===== src/rtl/adder_ctrl_pkg.sv =====
// adder_ctrl_pkg: shared types and constants for the adder sequencing stage
package adder_ctrl_pkg;
  localparam int ADDER_WIDTH = 16;
  localparam int CNT_W = 4;
  typedef enum logic [1:0] {IDLE, EXEC, DONE} state_e;
endpackage


===== src/rtl/adder_accumulate_ctrl_button_sync.sv =====
// button_sync: button conditioner; with ADDER_CTRL_SYNC_INPUTS_EN a 2-flop synchronizer
// feeds an edge register, otherwise the raw input feeds it directly
module button_sync #(
  parameter bit EDGE = 1'b0
) (
  input  logic clk,
  input  logic rst_n,
  input  logic d_i,
  output logic q_o
);
  logic lvl;
  logic prev_q;
`ifdef ADDER_CTRL_SYNC_INPUTS_EN
  logic [1:0] sync_q;
  always_ff @(posedge clk or negedge rst_n)
    if (!rst_n) sync_q <= '0;
    else sync_q <= {sync_q[0], d_i};
  assign lvl = sync_q[1];
`else
  assign lvl = d_i;
`endif
  always_ff @(posedge clk or negedge rst_n)
    if (!rst_n) prev_q <= 1'b0;
    else prev_q <= lvl;
  // EDGE selects a one-cycle rise pulse instead of the conditioned level
  assign q_o = EDGE ? (lvl & ~prev_q) : lvl;
endmodule


===== src/rtl/adder_accumulate_ctrl.sv =====
// adder_accumulate_ctrl: holds A/B for an external adder, waits SETTLE_CYCLES, captures Sum/CO into A.
// Define ADDER_CTRL_SYNC_INPUTS_EN to synchronize LoadB/ClearA/Run (adds 2 cycles of input latency).
module adder_accumulate_ctrl
  import adder_ctrl_pkg::*;
#(
  parameter int WIDTH = ADDER_WIDTH,
  parameter int SETTLE_CYCLES = 2
) (
  input  logic             Clk,
  input  logic             Reset_n,
  input  logic [WIDTH-1:0] SW,
  input  logic             LoadB,
  input  logic             ClearA,
  input  logic             Run,
  input  logic [WIDTH-1:0] Sum_in,
  input  logic             CO_in,
  output logic [WIDTH-1:0] A_out,
  output logic [WIDTH-1:0] B_out,
  output logic             CO_flag,
  output logic             Busy,
  output logic             Done
);
  state_e state_q, state_d;
  logic [CNT_W-1:0] cnt_q, cnt_d;
  logic [WIDTH-1:0] a_q, a_d, b_q, b_d;
  logic co_q, co_d;
  logic load_b, clear_a, run_rise;
  button_sync #(.EDGE(1'b0)) u_load  (.clk(Clk), .rst_n(Reset_n), .d_i(LoadB),  .q_o(load_b));
  button_sync #(.EDGE(1'b0)) u_clear (.clk(Clk), .rst_n(Reset_n), .d_i(ClearA), .q_o(clear_a));
  button_sync #(.EDGE(1'b1)) u_run   (.clk(Clk), .rst_n(Reset_n), .d_i(Run),    .q_o(run_rise));
  always_comb begin
    state_d = state_q;
    cnt_d   = cnt_q;
    a_d     = a_q;
    b_d     = b_q;
    co_d    = co_q;
    case (state_q)
      IDLE: begin
        // a Run edge starts the add and blocks operand updates in the same cycle
        if (run_rise) begin
          state_d = EXEC;
          cnt_d   = CNT_W'(SETTLE_CYCLES - 1);
        end else begin
          if (load_b) b_d = SW;
          if (clear_a) begin
            a_d  = '0;
            co_d = 1'b0;
          end
        end
      end
      EXEC: begin
        if (cnt_q != '0) cnt_d = cnt_q - 1'b1;
        else begin
          a_d     = Sum_in;
          co_d    = CO_in;
          state_d = DONE;
        end
      end
      default: state_d = IDLE;
    endcase
  end
  always_ff @(posedge Clk or negedge Reset_n)
    if (!Reset_n) begin
      state_q <= IDLE;
      cnt_q   <= '0;
      a_q     <= '0;
      b_q     <= '0;
      co_q    <= 1'b0;
    end else begin
      state_q <= state_d;
      cnt_q   <= cnt_d;
      a_q     <= a_d;
      b_q     <= b_d;
      co_q    <= co_d;
    end
  assign A_out   = a_q;
  assign B_out   = b_q;
  assign CO_flag = co_q;
  assign Busy    = (state_q == EXEC);
  assign Done    = (state_q == DONE);
endmodule


===== config.mk =====
export PLATFORM = sky130hd
export DESIGN_NAME = adder_accumulate_ctrl
export DESIGN_NICKNAME = d
export VERILOG_FILES = /design/src/rtl/adder_ctrl_pkg.sv /design/src/rtl/adder_accumulate_ctrl_button_sync.sv /design/src/rtl/adder_accumulate_ctrl.sv
export SDC_FILE = /design/constraint.sdc
export NUM_CORES = 1
export LEC_CHECK = 0
export ABC_AREA = 1
export CAP_MARGIN = 20
export CORE_MARGIN = 3
export CORE_UTILIZATION = 46
export CTS_BUF_LIST = sky130_fd_sc_hd__clkbuf_4
export CTS_CLUSTER_SIZE = 8
export DETAILED_ROUTE_END_ITERATION = 10
export GPL_TIMING_DRIVEN = 0
export PLACE_DENSITY_LB_ADDON = 0.2
export SKIP_CTS_REPAIR_TIMING = 1
export SLEW_MARGIN = 0
export SYNTH_ARGS = -nofsm -noshare
export SYNTH_HDL_FRONTEND = slang
export SYNTH_SLANG_ARGS = --single-unit
export TNS_END_PERCENT = 5

===== constraint.sdc =====
create_clock -name Clk -period 2.2 [get_ports Clk]
set_clock_uncertainty 0.15 [all_clocks]
set_input_delay 0.44 -clock Clk [delete_from_list [all_inputs] [get_ports Clk]]
set_output_delay 0.44 -clock Clk [all_outputs]
set_load 0.03 [all_outputs]

==> flow_summary.yaml <==
timing:
  setup_ws_ps: 198
  min_period_ps: 2000
  fin_setup_tns_ps: 0
  fin_crit_sh_pct: 91.0
  worst_pin_slew_ps: 864
  setup_viol: 0
  slew_headroom_pct: 42.4
  hold_viol_final: 0
  grt_setup_unrepaired: "false"
  fmax_mhz: 500
  slew_violations: 0
yosys:
  synth_area_leaders: "dfrtp_1 61%, nand2_1 18%, o21ai_0 6.1%, inv_1 4.8%, nor2_1 1.8%"
  synth.area.mux_share_pct: 0
  ys_ff_latch: 40
  synth_xor_area_share_pct: 0.538
  synth_edf_count: 0
  yosysMostFrequentCell: "nand2_1"
  syn_avg_cell_area_um2: 8.95
  syn_inst: 182
  ys_seq_area_share_pct: 61.4
  synthAdderAreaFrac_pct: 1.54
  synth_top_area_share_pct: 61.4
  yosys.area_share.simple_pct: 23.4
  synth_cell_types: 16
  yosysTopAreaCell: "dfrtp_1"
  synth_common_cells: "76 x nand2_1, 40 x dfrtp_1, 21 x inv_1, 20 x o21ai_0, 8 x nor2_1"
  syn_nets: 222
  synth_area_mm2: 0.00163
  yosys_most_used_dff: "dfrtp_1"
  synth_compound_area_share_pct: 6.14
  synth_top_family_by_area: "simple AND/OR/NAND/NOR gates"
  ys_async_sr_fraction_pct: 100
  ys_warn_count: 0
route:
  wirelength_um: 3750
  avgRoutedWirePerCell_um: 12.2
  ant_nets: 0
  drtPass1Iterations: 5
  drcViolationCount: 0
  num_vias: 1404
  drtIter0Drc: 75
  viasPerCell: 4.59
floorplan:
  start_util_pct: 50.9
  die_h_um: 65.5
  io_pins: 73
  fp.dieW_um: 65.5
  core_mm2: 0.00320
  die_area_mm2: 0.00429
  num_rows: 20
clock_network:
  numCtsBuffers: 5
  cts_sinks: 40
  cts_tree: "yes"
  ctsLongestPathBuffers: 2
  htreeDepth: 2
  clk_pin_slew_ps: 120
  clk-insertion-delay-late_ps: 350
  cts_root_buf: "clkbuf_4"
place:
  dpl.hpwl_um: 2740
  placed_area_mm2: 0.00240
  port_buffers: 72
  place_ws_ps: 265
  gp_congestion: 0.803
worst_setup_path:
  cp_top_family: "buffers and inverters"
  required_ps: 1610
  path_buf_inv: 1
  path_cells: "clkdlybuf4s50_1"
  rrSetupSlack_ps: 540
  critical_path_class: "reg2out"
  critical_path_arrival_ps: 1410
  critPathMaxFanout: 2
  crit_slowest_cell: "clkdlybuf4s50_1"
  critical_path.max_stage_delay_ps: 680
  worstSetupStartpointType: "flip-flop"
  critPathCaptureType: "output port"
cells_and_area:
  nets: 301
  n_antenna_cell: 0
  area_delta_synth_final_pct: 51.1
  layout-drive-gt1-share_pct: 6.11
  finalInstanceArea_mm2: 0.00246
  n_fill_cell: 261
  fin_util_pct: 76.8
power:
  switchingPower_w: 0.00168
  swShare_pct: 45.4
  ir_worst_vdd_v: 0.000809
  power_density_mw_per_mm2: 1510
  p_seq_share_pct: 34.0
  power_frac_comb_pct: 55.9
  p_leak_nw: 1.27
  clkPwrFrac_pct: 10.1
  internal_power_w: 0.00203
grt:
  grt_util_all_layers_pct: 19.6
  grt_pass1_vias: 1379
  overflow: 0
  antenna_found_initial: 0
  grt_pass1_wl_um: 6290
  grt_max_degree: 41
run:
  cap_violations: 0
outcome:
  status: "complete, no violations"
hold_path:
  worstHoldPathType: "in2async"
==> cell type report <==
class | count | area [um2] | area share, %
Clock buffer | 6 | 45.0 | 1.83
Clock inverter | 2 | 11.3 | 0.458
Tap cell | 44 | 55.1 | 2.24
Multi-Input combinational cell | 115 | 515 | 20.9
Timing Repair Buffer | 72 | 721 | 29.3
Inverter | 22 | 82.6 | 3.36
Sequential cell | 40 | 1000 | 40.7
Buffer | 5 | 30.0 | 1.22
==> placed cells by master (no fill, tap or decap) <==
cell type        count
buf_6                1
clkdlybuf4s50_1     69
nand4_1              1
inv_2                1
clkinvlp_4           1
clkbuf_1             1
nor2_1               8
nand2_4              1
nand2_1             76
nand3_1              4
dfrtp_1             40
buf_2                4
clkinv_1             1
nand3_4              1
xor2_1               1
dlymetal6s2s_1       2
clkbuf_4             6
nor2_4               1
ha_1                 2
inv_1               21
o21ai_0             20
==> metrics by stage <==
step / hold slack (ps) / std cells / total power, W
after floorplan: -5.59 / 182 / 0.00247
after global placement: 302 / 298 / 0.00332
after detailed placement: 307 / 298 / 0.00336
after CTS: 56.1 / 306 / 0.00374
after global routing: 80.1 / 306 / 0.00398
final: 36.0 / 306 / 0.00371
==> state kept, by name, indices dropped and copies added (netlist names) <==
register	cells
A_out	16
B_out	16
cnt_q	4
state_q	2
CO_flag	1
u_run.prev_q	1
==> routing by layer <==
metal	GRT usage, %	vias to the layer above	wire, um
li1	-	709	-
met1	22.2	625	1530
met2	31.6	64	1750
met3	9.06	6	414
met4	8.55	0	59
met5	0	-	0
==> power by group through the flow <==
stage / Combinational, W / Clock (W) / Sequential, W
after floorplan: 0.000609 / 0 / 0.00186
after global placement: 0.00206 / 0 / 0.00126
after detailed placement: 0.00209 / 0 / 0.00127
after CTS: 0.00210 / 0.000382 / 0.00126
after global routing: 0.00225 / 0.000427 / 0.00131
final: 0.00207 / 0.000376 / 0.00126
==> final timing paths <==
kind                            from        end  depth (start not counted)
max reg2reg                 cnt_q[0]   A_out[7]                          8
min                          Reset_n   cnt_q[2]                          1
min reg2reg                A_out[10]  A_out[10]                          2
min in group Clk           A_out[10]  A_out[10]                          2
max                        B_out[12]  B_out[12]                          1
max in group asynchronous    Reset_n  B_out[14]                          1
==> cells by family after synthesis <==
logic type	Yosys count
adders and majority gates	2
xor gates and xnor gates	1
DFF	40
AOI/OAI and AO/OA	20
buffers and inverters	27
and+or+nand+nor	92
No activity file was read; power rests on OpenSTA's default activity.
